===== src/rtl/change_dispenser.sv =====
// rtl/change_dispenser.sv - greedy coin-return sequencer; DOLLAR_COIN_EN enables the 100c coin
module change_dispenser #(
  parameter int BAL_W      = 8,
  parameter int CNT_W      = 5,
  parameter int GAP_CYCLES = 2
) (
  input  logic             clk,
  input  logic             reset_n,
  input  logic             start,
  input  logic [BAL_W-1:0] balance,
  input  logic             abort,
  input  logic             coin_ready,
  output logic             coin_valid,
  output logic [3:0]       coin_sel,
  output logic             busy,
  output logic             done,
  output logic [CNT_W-1:0] coins_given,
  output logic [2:0]       residual,
  output logic             change_err
);

  typedef enum logic [2:0] {
    S_IDLE,
    S_SELECT,
    S_EJECT,
    S_GAP,
    S_DONE
  } state_t;

  // Gap counter runs 0..GAP_CYCLES-1; kept at least one bit wide so GAP_CYCLES of 0 or 1 still elaborates
  localparam int GW = (GAP_CYCLES > 1) ? $clog2(GAP_CYCLES) : 1;
  localparam logic [GW-1:0] GAP_LAST = GW'((GAP_CYCLES > 0) ? (GAP_CYCLES - 1) : 0);

  localparam logic [BAL_W-1:0] VAL_DOLLAR  = BAL_W'(100);
  localparam logic [BAL_W-1:0] VAL_QUARTER = BAL_W'(25);
  localparam logic [BAL_W-1:0] VAL_DIME    = BAL_W'(10);
  localparam logic [BAL_W-1:0] VAL_NICKEL  = BAL_W'(5);

`ifdef DOLLAR_COIN_EN
  localparam bit DOLLAR_EN = 1'b1;
`else
  localparam bit DOLLAR_EN = 1'b0;
`endif

  state_t           state_q;
  logic [BAL_W-1:0] remaining_q;
  logic [BAL_W-1:0] coin_val_q;
  logic [GW-1:0]    gap_q;
  logic             coin_valid_q;
  logic [3:0]       coin_sel_q;
  logic             busy_q;
  logic             done_q;
  logic [CNT_W-1:0] coins_given_q;
  logic [2:0]       residual_q;
  logic             change_err_q;

  logic [3:0]       sel_d;
  logic [BAL_W-1:0] val_d;

  // Largest coin that still fits in the remaining credit; all zero once below a nickel
  always_comb begin
    sel_d = 4'b0000;
    val_d = '0;
    if (DOLLAR_EN && (remaining_q >= VAL_DOLLAR)) begin
      sel_d = 4'b1000;
      val_d = VAL_DOLLAR;
    end else if (remaining_q >= VAL_QUARTER) begin
      sel_d = 4'b0100;
      val_d = VAL_QUARTER;
    end else if (remaining_q >= VAL_DIME) begin
      sel_d = 4'b0010;
      val_d = VAL_DIME;
    end else if (remaining_q >= VAL_NICKEL) begin
      sel_d = 4'b0001;
      val_d = VAL_NICKEL;
    end
  end

  // Dispense sequencer: every output is registered so the coin mechanism sees glitch-free levels
  always_ff @(posedge clk) begin
    if (!reset_n) begin
      state_q       <= S_IDLE;
      remaining_q   <= '0;
      coin_val_q    <= '0;
      gap_q         <= '0;
      coin_valid_q  <= 1'b0;
      coin_sel_q    <= 4'b0000;
      busy_q        <= 1'b0;
      done_q        <= 1'b0;
      coins_given_q <= '0;
      residual_q    <= '0;
      change_err_q  <= 1'b0;
    end else begin
      done_q <= 1'b0;
      case (state_q)
        S_IDLE: begin
          if (start) begin
            remaining_q   <= balance;
            coins_given_q <= '0;
            residual_q    <= '0;
            change_err_q  <= 1'b0;
            busy_q        <= 1'b1;
            state_q       <= S_SELECT;
          end
        end
        S_SELECT: begin
          if (abort || (sel_d == 4'b0000)) begin
            // Non-aborted exit only happens below a nickel, so the low bits are the whole leftover
            done_q       <= 1'b1;
            residual_q   <= remaining_q[2:0];
            change_err_q <= ~abort & (remaining_q != '0);
            state_q      <= S_DONE;
          end else begin
            coin_sel_q   <= sel_d;
            coin_val_q   <= val_d;
            coin_valid_q <= 1'b1;
            state_q      <= S_EJECT;
          end
        end
        S_EJECT: begin
          // Abort is deliberately not looked at here: a presented coin is never withdrawn
          if (coin_ready) begin
            remaining_q  <= remaining_q - coin_val_q;
            if (coins_given_q != '1) begin
              coins_given_q <= coins_given_q + CNT_W'(1);
            end
            coin_valid_q <= 1'b0;
            coin_sel_q   <= 4'b0000;
            gap_q        <= '0;
            state_q      <= (GAP_CYCLES > 0) ? S_GAP : S_SELECT;
          end
        end
        S_GAP: begin
          if (abort) begin
            done_q       <= 1'b1;
            residual_q   <= remaining_q[2:0];
            change_err_q <= 1'b0;
            state_q      <= S_DONE;
          end else if (gap_q == GAP_LAST) begin
            state_q <= S_SELECT;
          end else begin
            gap_q <= gap_q + GW'(1);
          end
        end
        S_DONE: begin
          busy_q  <= 1'b0;
          state_q <= S_IDLE;
        end
        default: begin
          state_q <= S_IDLE;
        end
      endcase
    end
  end

  assign coin_valid  = coin_valid_q;
  assign coin_sel    = coin_sel_q;
  assign busy        = busy_q;
  assign done        = done_q;
  assign coins_given = coins_given_q;
  assign residual    = residual_q;
  assign change_err  = change_err_q;

endmodule


===== config.mk =====
export PLATFORM = sky130hd
export DESIGN_NAME = change_dispenser
export DESIGN_NICKNAME = d
export VERILOG_FILES = /design/src/rtl/change_dispenser.sv
export SDC_FILE = /design/constraint.sdc
export NUM_CORES = 1
export LEC_CHECK = 0
export ABC_AREA = 1
export BUFFER_PORTS_ARGS = -buffer_cell sky130_fd_sc_hd__buf_2
export CAP_MARGIN = 20
export CORE_UTILIZATION = 45
export DETAILED_ROUTE_END_ITERATION = 6
export PLACE_DENSITY = 0.69
export RECOVER_POWER = 25
export SYNTH_ARGS = -nofsm -noshare
export SYNTH_HDL_FRONTEND = slang
export SYNTH_SLANG_ARGS = --single-unit

===== constraint.sdc =====
create_clock -name clk -period 2.4 [get_ports clk]
set_input_delay 0.6 -clock clk [delete_from_list [all_inputs] [get_ports clk]]
set_output_delay 0.6 -clock clk [all_outputs]
set_load 0.1 [all_outputs]

==> load_flow_metrics.sql, run 1 <==
INSERT INTO impl_metrics (metric_group, metric, value, unit) VALUES
('setup_path', 'crit_required', '1.80', 'ns'),
('cells_and_area', 'finalNetCount', '319', ''),
('yosys', 'list_of_most_frequent_post_synthesis_cells', '69 x sky130_fd_sc_hd__nand2_1, 34 x sky130_fd_sc_hd__inv_1, 32 x sky130_fd_sc_hd__dfxtp_1', ''),
('grt', 'grt_first_pass_wirelength', '7.20', 'mm'),
('timing', 'drv_slew', '0', ''),
('yosys', 'post_synth_main_area_contributors', 'sky130_fd_sc_hd__dfxtp_1 35%, sky130_fd_sc_hd__nand2_1 14%, sky130_fd_sc_hd__a21oi_1 8.6%', ''),
('route', 'drt-total-wl', '4.07', 'mm'),
('placement', 'gp_congestion', '0.875', ''),
('cells_and_area', 'postLayoutCoreUtil', '0.550', ''),
('timing', 'setup_viol', '0', ''),
('clocking', 'cts.sink_count', '32', ''),
('grt', 'grtUsageTotal', '0.221', ''),
('clocking', 'clock-root-buffer', 'sky130_fd_sc_hd__clkbuf_8', ''),
('yosys', 'synth_seq_cells', '32', ''),
('die', 'starting_density_of_the_core', '0.482', ''),
('grt', 'grt_util_met2', '0.349', ''),
('timing', 'fin_crit_sh', '0.866', ''),
('grt', 'grt_antenna_before_repair', '0', ''),
('cells_and_area', 'post_route_cells_drive_above_1_share', '0.130', ''),
('setup_path', 'critPathBufInv', '1', ''),
('setup_path', 'timing.critical_path.depth', '1', ''),
('route', 'routed_via_density', '5.12', ''),
('grt', 'first_global_vias', '1629', ''),
('clocking', 'clock_latency', '0.29', 'ns'),
('yosys', 'synthesis.area_per_instance', '6.69', 'um2'),
('clocking', 'post_cts_buffers', '0', ''),
('clocking', 'postCtsResizedCells', '0', ''),
('run_status', 'status', 'complete, no violations', ''),
('yosys', 'library_cell_occupying_the_most_area_in_the_post_synthesis_netlist', 'sky130_fd_sc_hd__dfxtp_1', ''),
('yosys', 'sequential_fraction_of_the_synthesis_area', '0.355', ''),
('die', 'core_area', '3740', 'um2'),
('yosys', 'synthMostInstantiatedCell', 'sky130_fd_sc_hd__nand2_1', ''),
('grt', 'grt_most_used_layer', 'met2', ''),
('setup_path', 'cp_cell_sequence', 'clkbuf_1', ''),
('setup_path', 'critPathArrivalTime', '1.48', 'ns'),
('die', 'floorplan_die_area', '4270', 'um2'),
('route', 'post_drt_wl_per_cell', '11.7', 'um'),
('yosys', 'synthesis.yosys.warnings', '0', ''),
('min_path', 'whs_path_depth', '2', ''),
('yosys', 'synth_top_area_frac', '0.355', ''),
('grt', 'routing_usage_on_met1', '0.288', ''),
('timing', 'fin_crit_period', '2.08', 'ns'),
('setup_path', 'endpoint', 'residual[1]', ''),
('grt', 'grtUsageMet3', '0.0660', ''),
('setup_path', 'critPathMaxStageDelay', '0.86', 'ns'),
('die', 'die_x', '65.3', 'um'),
('route', 'remaining_number_of_nets_flagged_by_the_antenna_check_after_routing', '0', ''),
('placement', 'numPortBuffers', '27', ''),
('setup_path', 'critical_path.startpoint_type', 'flip-flop', ''),
('timing', 'fin_setup_tns', '0', 'ns'),
('setup_path', 'startpoint', 'residual[1]', ''),
('yosys', 'syn_nets', '291', ''),
('route', 'route.vias.total', '1777', ''),
('timing', 'tightestPinTransition', '1.16', 'ns'),
('power_and_ir_drop', 'peakVddDrop', '0.736', 'mV'),
('route', 'drc', '0', ''),
('clocking', 'cts_max_level', '2', ''),
('route', 'initialDrtViolationCount', '79', ''),
('setup_path', 'timing.reg2reg.worst_path_depth', '9', ''),
('die', 'fp-row-count', '22', ''),
('timing', 'clock_skew', '0.00507', 'ns'),
('timing', 'worst_slew_margin_rel', '0.229', ''),
('power_and_ir_drop', 'ratio_of_total_power_to_cell_area', '1450', 'nW/um2'),
('setup_path', 'critical_path.reg2reg.endpoint', 'coins_given[0]', ''),
('setup_path', 'cp-end-kind', 'primary output', ''),
('cells_and_area', 'areaGrowthSynthToFinish', '14.0', '%'),
('setup_path', 'crit_path_max_fanout', '2', ''),
('setup_path', 'cpMaxStageDelayCell', 'sky130_fd_sc_hd__clkbuf_1', ''),
('clocking', 'clock_tree_from_tritoncts', 'built', ''),
('clocking', 'clk_transition_reported_paths', '0.07', 'ns'),
('cells_and_area', 'diodes', '0', '');
## cells in the final DEF, fill, tap and decap left out, types with 2 or more instances in the layout
cell type | synthesis | routed
sky130_fd_sc_hd__nand2_1 | 69 | 69
sky130_fd_sc_hd__inv_1 | 34 | 34
sky130_fd_sc_hd__dfxtp_1 | 32 | 32
sky130_fd_sc_hd__a21oi_1 | 31 | 31
sky130_fd_sc_hd__nor2_1 | 27 | 27
sky130_fd_sc_hd__buf_2 | 2 | 22
sky130_fd_sc_hd__nand3_1 | 19 | 19
sky130_fd_sc_hd__o21ai_0 | 12 | 12
sky130_fd_sc_hd__ha_1 | 7 | 7
sky130_fd_sc_hd__clkbuf_1 | 2 | 7
sky130_fd_sc_hd__nand4_1 | 5 | 5
sky130_fd_sc_hd__clkbuf_8 | 0 | 5
sky130_fd_sc_hd__nor3_1 | 4 | 4
sky130_fd_sc_hd__a31oi_1 | 4 | 4
sky130_fd_sc_hd__nand2_2 | 3 | 3
sky130_fd_sc_hd__or2_2 | 2 | 2
sky130_fd_sc_hd__xor2_1 | 2 | 2
## per-stage QoR
step / total power (W) / instance area (um2) / cells / setup slack [ns] / hold slack (ns)
after floorplan: 0.00220 / 1810 / 270 / 0.112 / 0.440
after global placement: 0.00247 / 1960 / 339 / 0.588 / 0.450
after detailed placement: 0.00248 / 1960 / 339 / 0.492 / 0.454
after CTS: 0.00301 / 2070 / 347 / 0.506 / 0.466
after global routing: 0.00327 / 2060 / 347 / 0.244 / 0.486
final: 0.00298 / 2060 / 347 / 0.322 / 0.461
## power by group
| group | internal [W] | total (W) | switching (W) |
|---|---|---|---|
| Sequential | 0.000670 | 0.000804 | 0.000134 |
| Combinational | 0.000452 | 0.00166 | 0.00121 |
| Clock | 0.000308 | 0.000513 | 0.000205 |
| Total | 0.00143 | 0.00298 | 0.00155 |
## flip-flops by register name, summed over array words and instances (netlist names), 3 cells and up
register     cells
remaining_q      8
coin_val_q       5
coins_given      5
coin_sel         3
residual         3
state_q          3
## worst min-delay path, cell delays in order (launching register included)
cell	delay, ns
sky130_fd_sc_hd__dfxtp_1	0.31
sky130_fd_sc_hd__nand2_1	0.06
sky130_fd_sc_hd__a21oi_1	0.05
## cell families after synthesis
kind of cell	Yosys count	share of synthesized area
and+or+nand+nor	133	0.320
AOI/OAI and AO/OA	52	0.153
buffers and inverters	42	0.100
DFF	32	0.355
adders and majority gates	8	0.0596
xor gates and xnor gates	2	0.00970
other	1	0.00208
## per-layer routing
| layer | wire length [um] | vias up |
|---|---|---|
| li1 | - | 934 |
| met1 | 1970 | 798 |
| met2 | 1870 | 38 |
| met3 | 184 | 7 |
| met4 | 40 | 0 |
| met5 | 0 | - |
## worst min path at each step
stage                           start          end  slack, ns
after global placement    coin_sel[1]  coin_sel[1]       0.45
after global routing      coin_sel[0]  coin_sel[0]       0.49
after detailed placement  coin_sel[2]  coin_sel[2]       0.45
final                     coin_sel[0]  coin_sel[0]       0.46
after floorplan                 gap_q        gap_q       0.44
after CTS                 coin_sel[1]  coin_sel[1]       0.47
## final cells by class
| class | count | area [um2] |
|---|---|---|
| Clock buffer | 6 | 72.6 |
| Clock inverter | 2 | 35.0 |
| Fill cell | 403 | 1690 |
| Inverter | 35 | 134 |
| Multi-Input combinational cell | 196 | 983 |
| Sequential cell | 32 | 641 |
| Tap cell | 48 | 60.1 |
| Timing Repair Buffer | 28 | 133 |
(Power assumes the default switching activity.)
==> run 2: changes to the inputs <==
--- a/config.mk
+++ b/config.mk
@@ -8,10 +8,11 @@
 export ABC_AREA = 1
 export BUFFER_PORTS_ARGS = -buffer_cell sky130_fd_sc_hd__buf_2
 export CAP_MARGIN = 20
+export CORE_MARGIN = 2
 export CORE_UTILIZATION = 45
 export DETAILED_ROUTE_END_ITERATION = 6
 export PLACE_DENSITY = 0.69
-export RECOVER_POWER = 25
+export RECOVER_POWER = 100
 export SYNTH_ARGS = -nofsm -noshare
 export SYNTH_HDL_FRONTEND = slang
 export SYNTH_SLANG_ARGS = --single-unit
==> load_flow_metrics.sql, run 2 (synthesis gave the netlist of run 1 again) <==
INSERT INTO impl_metrics (metric_group, metric, value, unit) VALUES
('timing', 'hold_violations', '0', ''),
('die', 'floorplan_die_area', '4530', 'um2'),
('route', 'post_drt_wl_per_cell', '11.5', 'um'),
('cells_and_area', 'non_filler_cells_final', '350', ''),
('clocking', 'postCtsHoldBufs', '0', ''),
('route', 'initialDrtViolationCount', '72', ''),
('setup_path', 'critical_path.startpoint_type', 'flip-flop', ''),
('cells_and_area', 'areaGrowthSynthToFinish', '14.9', '%'),
('cells_and_area', 'largest_register_ff_count', '8', ''),
('clocking', 'clock_tree_from_tritoncts', 'built', ''),
('clocking', 'cts_max_level', '2', ''),
('setup_path', 'critPathArrivalTime', '1.54', 'ns'),
('placement', 'placed_cells', '342', ''),
('placement', 'dp_hpwl', '3.14', 'mm'),
('cells_and_area', 'regMostFlops', 'remaining_q', ''),
('power_and_ir_drop', 'power.net_switching', '0.00155', 'W'),
('power_and_ir_drop', 'clock_power_share', '0.190', ''),
('setup_path', 'cpMaxStageDelayCell', 'sky130_fd_sc_hd__clkbuf_1', ''),
('power_and_ir_drop', 'ratio_of_total_power_to_cell_area', '1460', 'nW/um2'),
('min_path', 'holdCritStartpoint', 'residual[2]', ''),
('setup_path', 'critPathBufInv', '1', ''),
('placement', 'gp_congestion', '0.882', ''),
('timing', 'grt_setup_unrepaired', 'false', ''),
('clocking', 'cts.sink_count', '32', ''),
('timing', 'tightestPinTransition', '1.16', 'ns'),
('power_and_ir_drop', 'seq_power_share', '0.266', ''),
('timing', 'fin_crit_sh', '0.891', ''),
('grt', 'first_global_vias', '1530', ''),
('setup_path', 'startpoint', 'coins_given[1]', ''),
('grt', 'grtUsageTotal', '0.195', ''),
('setup_path', 'startpoint_to_endpoint_class_of_the_critical_path', 'flip-flop to primary output', ''),
('setup_path', 'crit-reg2reg-launch', 'coins_given[0]', ''),
('route', 'drt_pass1_iterations', '4', ''),
('route', 'drt-total-wl', '4.03', 'mm'),
('grt', 'grt_first_pass_wirelength', '6.61', 'mm'),
('setup_path', 'critPathMaxStageDelay', '0.88', 'ns'),
('setup_path', 'dominant_delay_contributor_by_cell_family_on_the_critical_path', 'buffers and inverters', ''),
('die', 'design.portCount', '29', ''),
('power_and_ir_drop', 'peakVddDrop', '0.655', 'mV'),
('timing', 'fin_crit_period', '2.14', 'ns'),
('route', 'remaining_number_of_nets_flagged_by_the_antenna_check_after_routing', '0', ''),
('route', 'routed_via_density', '5.12', ''),
('min_path', 'worstHoldPathType', 'flip-flop to flip-flop', ''),
('setup_path', 'cp_cell_sequence', 'clkbuf_1', ''),
('flow_run', 'maxCapViolations', '0', ''),
('power_and_ir_drop', 'power_switching_share', '0.512', ''),
('grt', 'grt_remaining_overflow', '0', ''),
('setup_path', 'cp-end-kind', 'primary output', ''),
('die', 'fp-row-count', '23', ''),
('cells_and_area', 'post_route_cells_drive_above_1_share', '0.107', ''),
('grt', 'grt_start_max_net_pins', '18', ''),
('clocking', 'clockBufferDepth', '2', ''),
('placement', 'numPortBuffers', '27', ''),
('clocking', 'clock_latency', '0.29', 'ns'),
('setup_path', 'crit_path_max_fanout', '4', ''),
('clocking', 'post_cts_buffers', '0', ''),
('timing', 'drv_slew', '0', ''),
('route', 'route.vias.total', '1792', ''),
('die', 'core_area', '3940', 'um2'),
('timing', 'clock_skew', '0.00807', 'ns'),
('cells_and_area', 'diodes', '0', ''),
('timing', 'setup_viol', '0', ''),
('power_and_ir_drop', 'comb_power_share', '0.544', ''),
('timing', 'maxClockFrequency', '0.468', 'GHz'),
('run_status', 'status', 'complete, no violations', ''),
('timing', 'worst_slew_margin_rel', '0.228', ''),
('clocking', 'clock-root-buffer', 'sky130_fd_sc_hd__clkbuf_8', ''),
('setup_path', 'crit_required', '1.80', 'ns'),
('power_and_ir_drop', 'p_int', '0.00148', 'W'),
('cells_and_area', 'finalNetCount', '320', ''),
('clocking', 'cts_buffers', '5', ''),
('die', 'die_h', '67.3', 'um'),
('route', 'drc', '0', ''),
('grt', 'grt_antenna_before_repair', '0', ''),
('cells_and_area', 'final_cell_mix', '70 x sky130_fd_sc_hd__nand2_1, 34 x sky130_fd_sc_hd__inv_1, 32 x sky130_fd_sc_hd__dfxtp_1, 31 x sky130_fd_sc_hd__a21oi_1, 27 x sky130_fd_sc_hd__nor2_1', ''),
('clocking', 'clk_transition_reported_paths', '0.07', 'ns'),
('die', 'starting_density_of_the_core', '0.458', ''),
('die', 'die_x', '67.3', 'um'),
('power_and_ir_drop', 'leakagePower', '0.931', 'nW'),
('cells_and_area', 'layout.cells.most_common', 'sky130_fd_sc_hd__nand2_1', ''),
('timing', 'fin_setup_tns', '0', 'ns'),
('cells_and_area', 'postLayoutCoreUtil', '0.526', ''),
('clocking', 'postCtsResizedCells', '0', '');
run 2: cell types whose count changed in the layout (fill, tap and decap cells not counted):
| cell | before | now |
|---|---|---|
| sky130_fd_sc_hd__clkinv_2 | 1 | 0 |
| sky130_fd_sc_hd__nand2_1 | 69 | 70 |
| sky130_fd_sc_hd__o21ai_1 | 1 | 0 |
| sky130_fd_sc_hd__clkbuf_8 | 5 | 7 |
| sky130_fd_sc_hd__nand2_2 | 3 | 2 |
| sky130_fd_sc_hd__buf_2 | 22 | 11 |
| sky130_fd_sc_hd__o21ai_0 | 12 | 13 |
| sky130_fd_sc_hd__clkbuf_1 | 7 | 14 |
| sky130_fd_sc_hd__clkbuf_2 | 0 | 3 |
| sky130_fd_sc_hd__buf_4 | 0 | 1 |
run 2: final timing paths:
path / to / slack (ns) / cells past startpoint
max reg2reg: coins_given[0] / 0.38 / 8
min reg2reg: residual[2] / 0.46 / 2
max: coins_given[1] / 0.26 / 1
min: residual[2] / 0.46 / 2
run 2: power groups by stage:
stage	sequential, W	clock, W	combinational (W)
6_report	0.000806	0.000578	0.00165
2_1_floorplan	0.00114	0	0.00106
5_1_grt	0.000822	0.000612	0.00186
3_5_place_dp	0.000817	0	0.00167
4_1_cts	0.000806	0.000590	0.00168
3_3_place_gp	0.000813	0	0.00165
run 2: layer usage:
layer  track usage  share of wire
met5             0              0
met4        0.0918          0.019
met3        0.0350          0.053
met2         0.330           0.48
met1         0.238           0.45
run 2: layout make-up:
| cell class | instances | area, um2 |
|---|---|---|
| inverter | 35 | 134 |
| multi-input combinational | 196 | 981 |
| timing repair buffer | 29 | 130 |
| tap | 50 | 62.6 |
| clock inverter | 1 | 30.0 |
| sequential | 32 | 641 |
| fill | 408 | 1870 |
| clock buffer | 7 | 96.3 |
run 2: worst min-delay path, stage by stage, from the launching register on:
cell and delay (ns):
sky130_fd_sc_hd__dfxtp_1 0.31, sky130_fd_sc_hd__nand2_1 0.06, sky130_fd_sc_hd__a21oi_1 0.05
run 2: metrics by stage:
| step | area, um2 | setup slack [ns] | power, W | hold WS (ns) |
|---|---|---|---|---|
| 3_5_place_dp | 1970 | 0.428 | 0.00249 | 0.452 |
| 2_1_floorplan | 1810 | 0.112 | 0.00220 | 0.440 |
| 3_3_place_gp | 1970 | 0.579 | 0.00246 | 0.449 |
| 5_1_grt | 2070 | 0.240 | 0.00329 | 0.481 |
| 6_report | 2070 | 0.262 | 0.00303 | 0.463 |
| 4_1_cts | 2100 | 0.404 | 0.00307 | 0.462 |
